==> src/rtl/axi_reg_responder_pkg.sv <==
// Shared types and helpers for the AXI register responder.
//   state_t      : responder FSM states
//   AXI_RESP_*   : B/R response encodings used by this block
//   AXI_BURST_*  : AXI burst type encodings
//   merge_bytes  : byte-enable merge of new write data into a register
//   txn_err      : transaction-wide error (unsupported burst type or beat size)
package axi_reg_responder_pkg;

    typedef enum logic [1:0] {
        IDLE  = 2'd0,
        WDATA = 2'd1,
        WRESP = 2'd2,
        RDATA = 2'd3
    } state_t;

    localparam logic [1:0] AXI_RESP_OKAY   = 2'b00;
    localparam logic [1:0] AXI_RESP_SLVERR = 2'b10;

    localparam logic [1:0] AXI_BURST_FIXED = 2'b00;
    localparam logic [1:0] AXI_BURST_INCR  = 2'b01;
    localparam logic [1:0] AXI_BURST_WRAP  = 2'b10;

    // Only full 32-bit beats are served.
    localparam logic [2:0] AXI_SIZE_4B = 3'd2;

    function automatic logic [31:0] merge_bytes(input logic [31:0] old_val,
                                                input logic [31:0] new_val,
                                                input logic [3:0]  strb);
        logic [31:0] res;
        for (int b = 0; b < 4; b++)
            res[8*b +: 8] = strb[b] ? new_val[8*b +: 8] : old_val[8*b +: 8];
        return res;
    endfunction

    // WRAP and the reserved burst type, or any beat size other than 4 bytes,
    // turn every beat of the transaction into an error beat.
    function automatic logic txn_err(input logic [1:0] burst, input logic [2:0] size);
        return !(burst == AXI_BURST_FIXED || burst == AXI_BURST_INCR) || (size != AXI_SIZE_4B);
    endfunction

endpackage

==> src/rtl/AXI_BUS.sv <==
// AXI4 bus bundle between the interconnect and its endpoints.
//   Master modport : drives AW/W/AR requests and B/R ready
//   Slave  modport : drives AW/W/AR ready and the B/R responses
interface AXI_BUS #(
    parameter int unsigned AXI_ADDR_WIDTH = 32,
    parameter int unsigned AXI_DATA_WIDTH = 32,
    parameter int unsigned AXI_ID_WIDTH   = 4,
    parameter int unsigned AXI_USER_WIDTH = 1
);
    localparam int unsigned AXI_STRB_WIDTH = AXI_DATA_WIDTH / 8;

    logic [AXI_ID_WIDTH-1:0]   aw_id;
    logic [AXI_ADDR_WIDTH-1:0] aw_addr;
    logic [7:0]                aw_len;
    logic [2:0]                aw_size;
    logic [1:0]                aw_burst;
    logic [AXI_USER_WIDTH-1:0] aw_user;
    logic                      aw_valid;
    logic                      aw_ready;

    logic [AXI_DATA_WIDTH-1:0] w_data;
    logic [AXI_STRB_WIDTH-1:0] w_strb;
    logic                      w_last;
    logic [AXI_USER_WIDTH-1:0] w_user;
    logic                      w_valid;
    logic                      w_ready;

    logic [AXI_ID_WIDTH-1:0]   b_id;
    logic [1:0]                b_resp;
    logic [AXI_USER_WIDTH-1:0] b_user;
    logic                      b_valid;
    logic                      b_ready;

    logic [AXI_ID_WIDTH-1:0]   ar_id;
    logic [AXI_ADDR_WIDTH-1:0] ar_addr;
    logic [7:0]                ar_len;
    logic [2:0]                ar_size;
    logic [1:0]                ar_burst;
    logic [AXI_USER_WIDTH-1:0] ar_user;
    logic                      ar_valid;
    logic                      ar_ready;

    logic [AXI_ID_WIDTH-1:0]   r_id;
    logic [AXI_DATA_WIDTH-1:0] r_data;
    logic [1:0]                r_resp;
    logic                      r_last;
    logic [AXI_USER_WIDTH-1:0] r_user;
    logic                      r_valid;
    logic                      r_ready;

    modport Master (
        output aw_id, aw_addr, aw_len, aw_size, aw_burst, aw_user, aw_valid,
        input  aw_ready,
        output w_data, w_strb, w_last, w_user, w_valid,
        input  w_ready,
        input  b_id, b_resp, b_user, b_valid,
        output b_ready,
        output ar_id, ar_addr, ar_len, ar_size, ar_burst, ar_user, ar_valid,
        input  ar_ready,
        input  r_id, r_data, r_resp, r_last, r_user, r_valid,
        output r_ready
    );

    modport Slave (
        input  aw_id, aw_addr, aw_len, aw_size, aw_burst, aw_user, aw_valid,
        output aw_ready,
        input  w_data, w_strb, w_last, w_user, w_valid,
        output w_ready,
        output b_id, b_resp, b_user, b_valid,
        input  b_ready,
        input  ar_id, ar_addr, ar_len, ar_size, ar_burst, ar_user, ar_valid,
        output ar_ready,
        output r_id, r_data, r_resp, r_last, r_user, r_valid,
        input  r_ready
    );

endinterface

==> src/rtl/axi_reg_responder_arb.sv <==
// Two-requester round-robin arbiter between the write (AW) and read (AR)
// address channels.
//   clk, rst  : clock, asynchronous active-high reset
//   en        : arbitration allowed (responder idle)
//   req_wr/rd : AW / AR valid
//   gnt_wr/rd : combinational grant, used directly as AW / AR ready
// The last_wr flop only moves on contention, so a lone request never
// disturbs the fairness order. After reset the write side is favoured.
module axi_reg_responder_arb (
    input  logic clk,
    input  logic rst,
    input  logic en,
    input  logic req_wr,
    input  logic req_rd,
    output logic gnt_wr,
    output logic gnt_rd
);

    logic last_wr;
    logic contend;

    assign contend = en && req_wr && req_rd;

    always_comb begin
        gnt_wr = 1'b0;
        gnt_rd = 1'b0;
        if (en) begin
            if (req_wr && req_rd) begin
                gnt_wr = !last_wr;
                gnt_rd = last_wr;
            end else begin
                gnt_wr = req_wr;
                gnt_rd = req_rd;
            end
        end
    end

    always_ff @(posedge clk or posedge rst) begin
        if (rst)
            last_wr <= 1'b0;
        else if (contend)
            last_wr <= gnt_wr;
    end

endmodule

==> src/rtl/axi_reg_responder.sv <==
// AXI4 responder terminating one interconnect slave port with a bank of
// 32-bit registers that are also driven out in parallel.
//   clk, rst  : clock, asynchronous active-high reset
//   slave     : AXI4 slave port (AW/W/B/AR/R), one transaction at a time
//   regs_o    : register k on bits [32k+31:32k]
//   reg_wr_o  : one-cycle pulse per register, the cycle after it is written
// The port sees addresses relative to its own window: the word offset is
// addr[AXI_ADDR_WIDTH-1:2], and any offset >= NUM_REGS is an error beat.
module axi_reg_responder
    import axi_reg_responder_pkg::*;
#(
    parameter int unsigned AXI_ADDR_WIDTH = 32,
    parameter int unsigned AXI_DATA_WIDTH = 32,
    parameter int unsigned AXI_ID_WIDTH   = 4,
    parameter int unsigned AXI_USER_WIDTH = 1,
    parameter int unsigned NUM_REGS       = 8,
    parameter logic [31:0] RESET_VAL      = 32'h0
) (
    input  logic                   clk,
    input  logic                   rst,
    AXI_BUS.Slave                  slave,
    output logic [NUM_REGS*32-1:0] regs_o,
    output logic [NUM_REGS-1:0]    reg_wr_o
);

    localparam int unsigned IDX_W = $clog2(NUM_REGS);
    localparam int unsigned WA_W  = AXI_ADDR_WIDTH - 2;

    state_t state_q, state_d;

    logic [NUM_REGS-1:0][31:0] regs_q;

    // Latched transaction context. widx_q always points at the current beat.
    logic [AXI_ID_WIDTH-1:0] id_q;
    logic [WA_W-1:0]         widx_q;
    logic [7:0]              len_q;
    logic [1:0]              burst_q;
    logic                    terr_q;
    logic [7:0]              cnt_q;
    logic                    err_q;
    logic                    over_q;

    logic                      r_valid_q;
    logic [AXI_DATA_WIDTH-1:0] r_data_q;
    logic [1:0]                r_resp_q;
    logic                      r_last_q;

    logic aw_hs, w_hs, b_hs, ar_hs, r_hs;
    logic gnt_wr, gnt_rd;
    logic beat_err, wr_en;
    logic [WA_W-1:0]  widx_nxt;
    logic [IDX_W-1:0] wr_idx;

    logic [WA_W-1:0] rd_widx;
    logic            rd_terr;
    logic            rd_bad;
    logic [31:0]     rd_data;

    logic unused_bits;
    assign unused_bits = ^{slave.aw_user, slave.ar_user, slave.w_user,
                           slave.aw_addr[1:0], slave.ar_addr[1:0]};

    axi_reg_responder_arb u_arb (
        .clk    (clk),
        .rst    (rst),
        .en     (state_q == IDLE),
        .req_wr (slave.aw_valid),
        .req_rd (slave.ar_valid),
        .gnt_wr (gnt_wr),
        .gnt_rd (gnt_rd)
    );

    assign slave.aw_ready = gnt_wr;
    assign slave.ar_ready = gnt_rd;

    assign aw_hs = slave.aw_valid && slave.aw_ready;
    assign w_hs  = slave.w_valid  && slave.w_ready;
    assign b_hs  = slave.b_valid  && slave.b_ready;
    assign ar_hs = slave.ar_valid && slave.ar_ready;
    assign r_hs  = slave.r_valid  && slave.r_ready;

    // ---------------- FSM ----------------
    always_ff @(posedge clk or posedge rst) begin
        if (rst) state_q <= IDLE;
        else     state_q <= state_d;
    end

    always_comb begin
        state_d       = state_q;
        slave.w_ready = 1'b0;
        slave.b_valid = 1'b0;
        case (state_q)
            IDLE: begin
                if (aw_hs)      state_d = WDATA;
                else if (ar_hs) state_d = RDATA;
            end
            WDATA: begin
                slave.w_ready = 1'b1;
                if (w_hs && slave.w_last) state_d = WRESP;
            end
            WRESP: begin
                slave.b_valid = 1'b1;
                if (b_hs) state_d = IDLE;
            end
            RDATA: begin
                if (r_hs && r_last_q) state_d = IDLE;
            end
            default: state_d = IDLE;
        endcase
    end

    // ---------------- beat addressing ----------------
    // INCR steps the full word offset (wrapping at the address width); the
    // register index is never folded back, so overrun beats become errors.
    assign widx_nxt = (burst_q == AXI_BURST_INCR) ? widx_q + 1'b1 : widx_q;
    assign beat_err = terr_q || (|widx_q[WA_W-1:IDX_W]);
    assign wr_idx   = widx_q[IDX_W-1:0];
    // Beats beyond len+1 (over_q) are swallowed without touching registers.
    assign wr_en    = w_hs && !beat_err && !over_q;

    // Read data source: the first beat comes straight off the AR channel,
    // later beats from the advanced index.
    always_comb begin
        rd_widx = widx_nxt;
        rd_terr = terr_q;
        if (state_q == IDLE) begin
            rd_widx = slave.ar_addr[AXI_ADDR_WIDTH-1:2];
            rd_terr = txn_err(slave.ar_burst, slave.ar_size);
        end
    end

    assign rd_bad  = rd_terr || (|rd_widx[WA_W-1:IDX_W]);
    assign rd_data = rd_bad ? 32'h0 : regs_q[rd_widx[IDX_W-1:0]];

    // ---------------- transaction context and R channel ----------------
    always_ff @(posedge clk or posedge rst) begin
        if (rst) begin
            id_q      <= '0;
            widx_q    <= '0;
            len_q     <= '0;
            burst_q   <= AXI_BURST_FIXED;
            terr_q    <= 1'b0;
            cnt_q     <= '0;
            err_q     <= 1'b0;
            over_q    <= 1'b0;
            r_valid_q <= 1'b0;
            r_data_q  <= '0;
            r_resp_q  <= AXI_RESP_OKAY;
            r_last_q  <= 1'b0;
        end else begin
            if (aw_hs) begin
                id_q    <= slave.aw_id;
                widx_q  <= slave.aw_addr[AXI_ADDR_WIDTH-1:2];
                len_q   <= slave.aw_len;
                burst_q <= slave.aw_burst;
                terr_q  <= txn_err(slave.aw_burst, slave.aw_size);
                cnt_q   <= '0;
                err_q   <= 1'b0;
                over_q  <= 1'b0;
            end

            if (ar_hs) begin
                id_q      <= slave.ar_id;
                widx_q    <= rd_widx;
                len_q     <= slave.ar_len;
                burst_q   <= slave.ar_burst;
                terr_q    <= rd_terr;
                cnt_q     <= '0;
                r_valid_q <= 1'b1;
                r_data_q  <= rd_data;
                r_resp_q  <= rd_bad ? AXI_RESP_SLVERR : AXI_RESP_OKAY;
                r_last_q  <= (slave.ar_len == 8'd0);
            end

            if (w_hs) begin
                widx_q <= widx_nxt;
                if (beat_err || over_q)
                    err_q <= 1'b1;
                // Last promised beat without w_last: swallow the rest.
                if (!slave.w_last && cnt_q == len_q && !over_q) begin
                    over_q <= 1'b1;
                    err_q  <= 1'b1;
                end else if (!over_q) begin
                    cnt_q <= cnt_q + 8'd1;
                end
                // w_last ahead of the promised beat count.
                if (slave.w_last && !over_q && cnt_q != len_q)
                    err_q <= 1'b1;
            end

            if (r_hs) begin
                if (r_last_q) begin
                    r_valid_q <= 1'b0;
                    r_last_q  <= 1'b0;
                end else begin
                    widx_q   <= widx_nxt;
                    cnt_q    <= cnt_q + 8'd1;
                    r_data_q <= rd_data;
                    r_resp_q <= rd_bad ? AXI_RESP_SLVERR : AXI_RESP_OKAY;
                    r_last_q <= (cnt_q + 8'd1 == len_q);
                end
            end
        end
    end

    assign slave.b_id   = id_q;
    assign slave.b_resp = (state_q == WRESP && err_q) ? AXI_RESP_SLVERR : AXI_RESP_OKAY;
    assign slave.b_user = '0;

    assign slave.r_valid = r_valid_q;
    assign slave.r_data  = r_data_q;
    assign slave.r_resp  = r_resp_q;
    assign slave.r_last  = r_last_q;
    assign slave.r_id    = id_q;
    assign slave.r_user  = '0;

    // ---------------- register bank ----------------
    for (genvar k = 0; k < NUM_REGS; k++) begin : g_reg
        logic hit;
        assign hit = wr_en && (wr_idx == IDX_W'(k));

        always_ff @(posedge clk or posedge rst) begin
            if (rst) begin
                regs_q[k]   <= RESET_VAL;
                reg_wr_o[k] <= 1'b0;
            end else begin
                reg_wr_o[k] <= hit;
                if (hit)
                    regs_q[k] <= merge_bytes(regs_q[k], slave.w_data, slave.w_strb);
            end
        end
    end

    assign regs_o = regs_q;

endmodule

==> src/flat_wrapper.sv <==
// flat-port wrapper written by rule: the top's interface ports become plain ports
module axi_reg_responder_flat import axi_reg_responder_pkg::*;
#(
    parameter int unsigned AXI_ADDR_WIDTH = 32,
    parameter int unsigned AXI_DATA_WIDTH = 32,
    parameter int unsigned AXI_ID_WIDTH   = 4,
    parameter int unsigned AXI_USER_WIDTH = 1,
    parameter int unsigned NUM_REGS       = 8,
    parameter logic [31:0] RESET_VAL      = 32'h0
)
  (clk, rst, regs_o, reg_wr_o, slave_aw_id, slave_aw_addr, slave_aw_len, slave_aw_size, slave_aw_burst, slave_aw_user, slave_aw_valid, slave_aw_ready, slave_w_data, slave_w_strb, slave_w_last, slave_w_user, slave_w_valid, slave_w_ready, slave_b_id, slave_b_resp, slave_b_user, slave_b_valid, slave_b_ready, slave_ar_id, slave_ar_addr, slave_ar_len, slave_ar_size, slave_ar_burst, slave_ar_user, slave_ar_valid, slave_ar_ready, slave_r_id, slave_r_data, slave_r_resp, slave_r_last, slave_r_user, slave_r_valid, slave_r_ready);
  AXI_BUS #(.AXI_ADDR_WIDTH(AXI_ADDR_WIDTH), .AXI_DATA_WIDTH(AXI_DATA_WIDTH), .AXI_ID_WIDTH(AXI_ID_WIDTH), .AXI_USER_WIDTH(AXI_USER_WIDTH)) slave_i ();
  input  logic clk;
  input  logic rst;
  output logic [NUM_REGS*32-1:0] regs_o;
  output logic [NUM_REGS-1:0] reg_wr_o;
  input wire logic [$bits(slave_i.aw_id)-1:0] slave_aw_id;
  input wire logic [$bits(slave_i.aw_addr)-1:0] slave_aw_addr;
  input wire logic [$bits(slave_i.aw_len)-1:0] slave_aw_len;
  input wire logic [$bits(slave_i.aw_size)-1:0] slave_aw_size;
  input wire logic [$bits(slave_i.aw_burst)-1:0] slave_aw_burst;
  input wire logic [$bits(slave_i.aw_user)-1:0] slave_aw_user;
  input wire logic [$bits(slave_i.aw_valid)-1:0] slave_aw_valid;
  output wire logic [$bits(slave_i.aw_ready)-1:0] slave_aw_ready;
  input wire logic [$bits(slave_i.w_data)-1:0] slave_w_data;
  input wire logic [$bits(slave_i.w_strb)-1:0] slave_w_strb;
  input wire logic [$bits(slave_i.w_last)-1:0] slave_w_last;
  input wire logic [$bits(slave_i.w_user)-1:0] slave_w_user;
  input wire logic [$bits(slave_i.w_valid)-1:0] slave_w_valid;
  output wire logic [$bits(slave_i.w_ready)-1:0] slave_w_ready;
  output wire logic [$bits(slave_i.b_id)-1:0] slave_b_id;
  output wire logic [$bits(slave_i.b_resp)-1:0] slave_b_resp;
  output wire logic [$bits(slave_i.b_user)-1:0] slave_b_user;
  output wire logic [$bits(slave_i.b_valid)-1:0] slave_b_valid;
  input wire logic [$bits(slave_i.b_ready)-1:0] slave_b_ready;
  input wire logic [$bits(slave_i.ar_id)-1:0] slave_ar_id;
  input wire logic [$bits(slave_i.ar_addr)-1:0] slave_ar_addr;
  input wire logic [$bits(slave_i.ar_len)-1:0] slave_ar_len;
  input wire logic [$bits(slave_i.ar_size)-1:0] slave_ar_size;
  input wire logic [$bits(slave_i.ar_burst)-1:0] slave_ar_burst;
  input wire logic [$bits(slave_i.ar_user)-1:0] slave_ar_user;
  input wire logic [$bits(slave_i.ar_valid)-1:0] slave_ar_valid;
  output wire logic [$bits(slave_i.ar_ready)-1:0] slave_ar_ready;
  output wire logic [$bits(slave_i.r_id)-1:0] slave_r_id;
  output wire logic [$bits(slave_i.r_data)-1:0] slave_r_data;
  output wire logic [$bits(slave_i.r_resp)-1:0] slave_r_resp;
  output wire logic [$bits(slave_i.r_last)-1:0] slave_r_last;
  output wire logic [$bits(slave_i.r_user)-1:0] slave_r_user;
  output wire logic [$bits(slave_i.r_valid)-1:0] slave_r_valid;
  input wire logic [$bits(slave_i.r_ready)-1:0] slave_r_ready;
  assign slave_i.aw_id = slave_aw_id;
  assign slave_i.aw_addr = slave_aw_addr;
  assign slave_i.aw_len = slave_aw_len;
  assign slave_i.aw_size = slave_aw_size;
  assign slave_i.aw_burst = slave_aw_burst;
  assign slave_i.aw_user = slave_aw_user;
  assign slave_i.aw_valid = slave_aw_valid;
  assign slave_aw_ready = slave_i.aw_ready;
  assign slave_i.w_data = slave_w_data;
  assign slave_i.w_strb = slave_w_strb;
  assign slave_i.w_last = slave_w_last;
  assign slave_i.w_user = slave_w_user;
  assign slave_i.w_valid = slave_w_valid;
  assign slave_w_ready = slave_i.w_ready;
  assign slave_b_id = slave_i.b_id;
  assign slave_b_resp = slave_i.b_resp;
  assign slave_b_user = slave_i.b_user;
  assign slave_b_valid = slave_i.b_valid;
  assign slave_i.b_ready = slave_b_ready;
  assign slave_i.ar_id = slave_ar_id;
  assign slave_i.ar_addr = slave_ar_addr;
  assign slave_i.ar_len = slave_ar_len;
  assign slave_i.ar_size = slave_ar_size;
  assign slave_i.ar_burst = slave_ar_burst;
  assign slave_i.ar_user = slave_ar_user;
  assign slave_i.ar_valid = slave_ar_valid;
  assign slave_ar_ready = slave_i.ar_ready;
  assign slave_r_id = slave_i.r_id;
  assign slave_r_data = slave_i.r_data;
  assign slave_r_resp = slave_i.r_resp;
  assign slave_r_last = slave_i.r_last;
  assign slave_r_user = slave_i.r_user;
  assign slave_r_valid = slave_i.r_valid;
  assign slave_i.r_ready = slave_r_ready;
  axi_reg_responder #(.AXI_ADDR_WIDTH(AXI_ADDR_WIDTH), .AXI_DATA_WIDTH(AXI_DATA_WIDTH), .AXI_ID_WIDTH(AXI_ID_WIDTH), .AXI_USER_WIDTH(AXI_USER_WIDTH), .NUM_REGS(NUM_REGS), .RESET_VAL(RESET_VAL)) u_core (.clk(clk), .rst(rst), .slave(slave_i), .regs_o(regs_o), .reg_wr_o(reg_wr_o));
endmodule
==> config.mk <==
export PLATFORM = sky130hd
export DESIGN_NAME = axi_reg_responder_flat
export DESIGN_NICKNAME = d
export VERILOG_FILES = /design/src/rtl/axi_reg_responder_pkg.sv /design/src/rtl/AXI_BUS.sv /design/src/rtl/axi_reg_responder_arb.sv /design/src/rtl/axi_reg_responder.sv /design/src/flat_wrapper.sv
export SDC_FILE = /design/constraint.sdc
export NUM_CORES = 1
export LEC_CHECK = 0
export BUFFER_PORTS_ARGS = -buffer_cell sky130_fd_sc_hd__buf_2
export CAP_MARGIN = 20
export CORE_UTILIZATION = 54
export CTS_CLUSTER_SIZE = 8
export DETAILED_ROUTE_END_ITERATION = 16
export PLACE_DENSITY = 0.81
export SLEW_MARGIN = 0
export SYNTH_ARGS = -nofsm -noshare
export SYNTH_HDL_FRONTEND = slang
export SYNTH_SLANG_ARGS = --single-unit
export TNS_END_PERCENT = 30
==> constraint.sdc <==
create_clock -name clk -period 16.2 [get_ports clk]
set_input_delay 4.05 -clock clk [delete_from_list [all_inputs] [get_ports clk]]
set_output_delay 4.05 -clock clk [all_outputs]
set_load 0.03 [all_outputs]
==> run metrics, run 1 <==
Critical Path AT=between 5 and 6 ns; Clock power frac=28.5%; Syn Inst Count=~1,700; RSZ-0062 raised after global routing=false; grt total ovfl=0; Routed Antenna Nets=0; crit path kind=in -> out; Avg Inst Size Synth=10.2 sq um; CP Capture Type=primary output; count of final setup violators=0; clk buf depth=3; Die Span Y=184 um; Routed WL per cell=23.2 um; Layout Nets=2,307; Post-CTS Setup Repair Bufs=0; library cells used by synthesis=61; Die Area=33,700 sq um; Yosys warnings=0; setup TNS after final layout=0 ns; Final Hold Viols=0; Seq pwr share=between 30 and 40%; Buffers on Ports=450; Slowest-stage cell, CP=buf_4; VDD IR-drop max=0.000113 V; post-CTS sizing=0; Initial DRC Count=1,423; Starting Density=54.8%; Finished Cell Area=between 20,000 and 25,000 sq um; peak per-stage delay on the critical path=0.59 ns; Seq cells post-synth=358; CTS root buffer=clkbuf_16; internal power=0.00186 W; overall routing resource usage=35.1%; worst-path maximum fanout=65; Worst-Margin Slew=1.13 ns; final WL=60.5 mm; max frequency=0.102 GHz; placed cell area=slightly above 20,000 sq um; most used cell along the critical path=buf_2; Tcrit/Tclk final=60.7%; clock skew=0.0333 ns; CTS Buf Count=50; CORE AREA=32,500 sq um; Post-CTS Hold Fix Bufs=0; Vias/cell=6.15; Hold Path Class=reg -> reg; global-route wire length before repair=around 90 mm; Power Density=149 nW/um^2; Async S/R FF share, synth=100%; chip width=184 um; most used flip-flop cell after synthesis=dfrtp_1; vias in the first global route=15,600; number of core rows=66; Clk Latency, worst-skew pair=~0.56 ns; CTS tree=done; worst-path cell chain=buf_2, inv_1, o21ai_0, or2_2, inv_2, buf_4, buf_2; htree depth=2; DRT Pass-1 Iters=6; CP Launch Type=input pin; Reg clk slew, reported paths=0.05 ns; crit-path leading delay family=buffers and inverters; total of max-cap violations=0; NetSw=about 0.0014 W; Placer Congestion=0.929; CTS sink count=358; proportion of layout cells with a drive suffix above 1=38.4%; Critical Path RT=12.15 ns; combinational group share of total power=37.9%; Pleak=11.0 nW; CP bufs+invs=5; post-synthesis sequential area ratio=between 50% and 60%; synthesized cell area=17,800 sq um; final period demand of the worst path=roughly 9.8 ns; run status=finished clean; I/O pins=around 460; largest net degree at the start of global routing=168; Post-synth EDFFs=0; vias after detailed routing=16,000; relative slew slack=between 20% and 30%; initial antenna violation count=6; Sw Share=42.6%; area added between synthesis and finish=22.0%; DP HPWL=40.4 mm; max-slew violation count=0; DRC=0
-- layout by cell type, fill, tap and decap left out, drive strengths merged, types with 10 or more instances in the layout --
cell type  Yosys  routed
a211oi        24      24
a21oi         48      48
a31oi         10      10
and3          12      12
buf           28     466
clkbuf        82      52
dfrtp        358     358
inv           13      13
mux2         257     257
mux2i         15      15
nand2        421     421
nand3        156     156
nand4         50      50
nor2          27      27
nor3          14      14
nor4          16      16
o21ai         47      47
o31ai         43      43
xnor2         31      31
-- Yosys cell counts (3+ instances only) --
library cell | number | area share, %
nand4_1 | 47 | 1.6
o41ai_1 | 3 | 0.15
a21boi_0 | 3 | 0.13
nand4b_1 | 5 | 0.25
buf_1 | 6 | 0.13
and3_1 | 12 | 0.42
nand2_1 | 421 | 8.9
nand4_2 | 3 | 0.21
buf_6 | 3 | 0.19
or2_2 | 5 | 0.18
mux2i_1 | 15 | 0.84
inv_1 | 13 | 0.27
mux2_2 | 257 | 16
o31ai_1 | 13 | 0.55
o31ai_2 | 29 | 2.0
a211oi_1 | 24 | 1.0
clkbuf_1 | 82 | 1.7
or3_1 | 5 | 0.18
a21oi_1 | 48 | 1.3
nor4_1 | 16 | 0.56
nor2_1 | 27 | 0.57
o211ai_1 | 7 | 0.29
and2_1 | 5 | 0.18
nor2b_1 | 5 | 0.18
xnor2_1 | 31 | 1.5
nor3_1 | 14 | 0.39
buf_2 | 10 | 0.28
ha_1 | 7 | 0.49
xor2_1 | 9 | 0.44
nand3_1 | 155 | 4.4
and4_1 | 3 | 0.15
dfrtp_1 | 358 | 50
a31oi_1 | 10 | 0.35
or4_1 | 9 | 0.38
o21ai_0 | 45 | 1.3
buf_4 | 9 | 0.38
-- per-stage QoR --
step / instances / setup slack (ns) / utilization (%) / hold slack, ns / power, W
floorplan: 1747 / 2.22 / - / 0.442 / 0.00191
detailed placement: 2543 / 6.35 / 62.6 / 0.470 / 0.00228
CTS: 2597 / 6.35 / 66.6 / 0.475 / 0.00321
global route: 2602 / 6.21 / 66.8 / 0.510 / 0.00339
finish: 2606 / 6.36 / 66.8 / 0.476 / 0.00324
global placement: 2543 / 6.39 / 62.6 / 0.457 / 0.00226
-- routing by layer --
| metal | global-route usage (%) | share of wire, % | vias up |
|---|---|---|---|
| met1 | 44.1 | 38 | 7817 |
| met2 | 55.4 | 46 | 988 |
| li1 | - | - | 6983 |
| met5 | 0 | 0 | - |
| met4 | 19.7 | 5.9 | 0 |
| met3 | 8.97 | 9.6 | 245 |
-- flip-flops by register name (all words and copies together), names as in the netlist, 4 cells and up --
name / count
u_core.reg_wr_o: 8
u_core.widx_q: 30
u_core.slave.r_data: 32
u_core.regs_o: 256
u_core.slave.b_id: 4
u_core.cnt_q: 8
u_core.len_q: 8
-- power by group through the flow --
stage          Combinational, W  Sequential (W)  Clock, W
2_1_floorplan          0.000858         0.00105         0
3_3_place_gp            0.00116         0.00109         0
3_5_place_dp            0.00118         0.00110         0
4_1_cts                 0.00119         0.00108  0.000927
5_1_grt                 0.00132         0.00110  0.000965
6_report                0.00123         0.00109  0.000922
-- cell families (layout without fill, tap and decap cells) --
logic type / after synthesis / after routing / synth area share [%]
xor+xnor: 40 / 40 / 1.97
buf+inv: 123 / 533 / 2.98
compound gates: 202 / 202 / 8.24
simple gates: 742 / 742 / 19.0
other cells: 1 / 10 / 0.0210
mux: 272 / 272 / 17.1
fa+ha+maj: 7 / 7 / 0.491
flops: 358 / 358 / 50.3
-- worst paths after layout --
| check | startpoint | cells after the start | to | slack, ns |
|---|---|---|---|---|
| max | slave_aw_valid | 7 | slave_ar_ready | 6.36 |
| min | u_core.slave.r_data[11]$_DFF_PP0_ | 2 | u_core.slave.r_data[11]$_DFF_PP0_ | 0.48 |
| max reg2reg | u_core.widx_q[1]$_DFF_PP0_ | 8 | u_core.slave.r_data[31]$_DFF_PP0_ | 12.20 |
| min reg2reg | u_core.slave.r_data[11]$_DFF_PP0_ | 2 | u_core.slave.r_data[11]$_DFF_PP0_ | 0.48 |
| max in group asynchronous | rst | 4 | u_core.regs_o[179]$_DFFE_PP0P_ | 10.38 |
| min in group asynchronous | rst | 2 | u_core.len_q[4]$_DFFE_PP0P_ | 3.59 |
-- final cells by class --
cell class / count / area, sq um
clock inverters: 2 / 60.1
repair buffers: 466 / 2400
clock buffers: 52 / 1260
flip-flops and latches: 358 / 8960
fillers: 2565 / 10800
inverters: 13 / 56.3
multi-input cells: 1266 / 8430
diodes: 7 / 17.5
well taps: 442 / 553
-- tightest hold or removal path: cells and delay by family, from the launching register on --
family,cells,cell delay [ns]
AOI/OAI and AO/OA,1,0.05
DFF,1,0.33
and+or+nand+nor,1,0.06
No activity file was read; power rests on OpenSTA's default activity.
==> run 2: changes to the inputs <==
==> constraint.sdc (replaced) <==
create_clock -name clk -period 9.4 [get_ports clk]
set_input_delay 2.35 -clock clk [delete_from_list [all_inputs] [get_ports clk]]
set_output_delay 2.35 -clock clk [all_outputs]
set_load 0.03 [all_outputs]
==> run metrics, run 2 (synthesis gave the netlist of run 1 again) <==
run status=finished clean (unchanged); Hold Path Class=reg -> reg (unchanged); peak per-stage delay on the critical path=0.59 ns (about the same); RSZ-0062 raised after global routing=false (unchanged); number of core rows=66 (unchanged); total of max-cap violations=0 (unchanged); # fillers=2,568 (was 2,565); max-slew violation count=0 (unchanged); clock skew=0.0231 ns (was 0.0333 ns); Layout Nets=2,308 (was 2,307); chip width=184 um (unchanged); setup TNS after final layout=0 ns (unchanged); crit-path leading delay family=buffers and inverters (unchanged); Multi-input gate area=8430 sq um (unchanged); Critical Path AT=4.12 ns (was 5.79 ns); most common cell after layout, fill and taps aside=buf_2 (unchanged); Post-CTS Hold Fix Bufs=0 (unchanged); relative slew slack=25.2% (was 24.7%); CTS root buffer=clkbuf_16 (unchanged); htree depth=2 (unchanged); smallest setup slack after layout=2.93 ns (was 6.36 ns); most used cell along the critical path=buf_2 (unchanged); CORE AREA=32,500 sq um (unchanged); most frequent cells in the layout=buf_2, nand2_1, dfrtp_1 (unchanged); Die Span Y=184 um (unchanged); DRC=0 (unchanged); CTS Buf Count=50 (unchanged); vias after detailed routing=16,100 (was 16,000); Buffers on Ports=450 (unchanged); Placer Congestion=0.926 (was 0.929); Clk Latency, worst-skew pair=0.56 ns (about the same); global-route wire length before repair=90.7 mm (was 90.5 mm); crit path kind=in -> out (unchanged); initial antenna violation count=5 (was 6); Reg clk slew, reported paths=0.05 ns (about the same); Crit. Startpoint=slave_aw_valid (unchanged); Starting Density=54.8% (unchanged); worst-path maximum fanout=65 (unchanged); Power Density=257 nW/um^2 (was 149 nW/um^2); vias in the first global route=15,800 (was 15,600); Routed Antenna Nets=0 (unchanged); register cell area after layout=8960 sq um (unchanged); max frequency=roughly 0.15 GHz; Setup WS pre-CTS=2.97 ns (was 6.35 ns); Post-CTS Setup Repair Bufs=0 (unchanged); overall routing resource usage=35.2% (was 35.1%); Critical Path RT=7.05 ns (was 12.15 ns); Slowest-stage cell, CP=buf_4 (unchanged); final period demand of the worst path=6.47 ns; CP bufs+invs=5 (unchanged); VDD IR-drop max=0.000199 V (was 0.000113 V); proportion of layout cells with a drive suffix above 1=38.4% (about the same); area added between synthesis and finish=22.0% (about the same); Reg2Reg Setup Slack=5.39 ns (was 12.20 ns); Initial DRC Count=1,401 (was 1,423); Levels on crit path=7 (unchanged); post-CTS sizing=0 (unchanged); I/O pins=461 (unchanged); Routed WL per cell=23.1 um (was 23.2 um); Tcrit/Tclk final=68.8%; Worst-Margin Slew=1.12 ns (was 1.13 ns); Die Area=33,700 sq um (unchanged); Final Hold Viols=0 (unchanged); Vias/cell=6.18 (was 6.15); DP HPWL=40.5 mm (was 40.4 mm); r2r endpoint=u_core.slave.r_data[0]$_DFF_PP0_ (was u_core.slave.r_data[31]$_DFF_PP0_); worst-path cell chain=buf_2, inv_1, o21ai_0, or2_2, inv_2, buf_4, buf_2 (unchanged); Worst R2R Path Depth=8 (unchanged); final WL=60.2 mm (was 60.5 mm); worst r2r src=u_core.widx_q[0]$_DFF_PP0_ (was u_core.widx_q[1]$_DFF_PP0_); grt total ovfl=0 (unchanged); max reg flops=256 (unchanged); CP Launch Type=input pin (unchanged); crit path to=slave_ar_ready (unchanged); largest net degree at the start of global routing=171 (was 168); Pleak=11.0 nW (about the same); DRT Pass-1 Iters=5 (was 6); CTS sink count=358 (unchanged); clk buf depth=3 (unchanged); CTS tree=done (unchanged); CP Capture Type=primary output (unchanged); count of final setup violators=0 (unchanged)
-- run 2: changes by cell type in the layout (fill, tap and decap cells not counted), sizes merged --
cell and delta:
diode -4, buf +1, clkinv +1, clkinvlp +1
inv -1
-- run 2: metrics by stage --
step                cells  util, %  area (sq um)  total power, W  hold WS (ns)
floorplan            1747        -         17800         0.00329         0.442
global route         2603     66.8         21700         0.00585         0.506
detailed placement   2545     62.7         20400         0.00396         0.462
global placement     2544     62.6         20400         0.00389         0.459
CTS                  2600     66.8         21700         0.00555         0.473
finish               2604     66.8         21700         0.00560         0.471
-- run 2: area by class of cell --
cell class              count  area share, %
flip-flops and latches    358           41.2
inverters                  13          0.242
clock buffers              52           5.79
multi-input cells        1266           38.8
clock inverters             3          0.288
repair buffers            467           11.2
diodes                      3         0.0345
well taps                 442           2.54
-- run 2: metal layers --
| layer | track usage, % | wire length [um] | part of all wire [%] | vias up |
|---|---|---|---|---|
| met5 | 0 | 26 | 0.043 | - |
| li1 | - | - | - | 6982 |
| met3 | 8.72 | 5730 | 9.5 | 257 |
| met1 | 43.7 | 22600 | 37 | 7897 |
| met2 | 56.2 | 28000 | 46 | 941 |
| met4 | 20.3 | 3910 | 6.5 | 4 |
-- run 2: power breakdown --
part | switching (W) | internal (W) | total (W)
registers | 0.000216 | 0.00166 | 0.00188
logic | 0.00153 | 0.000600 | 0.00213
clock network | 0.000649 | 0.000937 | 0.00159
-- run 2: worst min path at each step --
| stage | endpoint | startpoint | depth (start not counted) | slack, ns |
|---|---|---|---|---|
| floorplan | u_core.err_q$_DFF_PP0_ | u_core.err_q$_DFF_PP0_ | 2 | 0.44 |
| global placement | u_core.slave.r_data[0]$_DFF_PP0_ | u_core.slave.r_data[0]$_DFF_PP0_ | 2 | 0.46 |
| detailed placement | u_core.slave.r_data[31]$_DFF_PP0_ | u_core.slave.r_data[31]$_DFF_PP0_ | 2 | 0.46 |
| CTS | u_core.slave.r_data[31]$_DFF_PP0_ | u_core.slave.r_data[31]$_DFF_PP0_ | 2 | 0.47 |
| global route | u_core.slave.r_data[29]$_DFF_PP0_ | u_core.slave.r_data[29]$_DFF_PP0_ | 2 | 0.51 |
| finish | u_core.slave.r_data[31]$_DFF_PP0_ | u_core.slave.r_data[31]$_DFF_PP0_ | 2 | 0.47 |
-- run 2: worst register-to-register path: stages, from the launching register on --
cell and delay, ns:
dfrtp_1 0.48, ha_1 0.31, nand3b_1 0.25, or3_1 0.51, nor3_1 0.37, a31oi_1 0.17, o32ai_1 0.31, nand4_4 0.94
o31ai_1 0.57
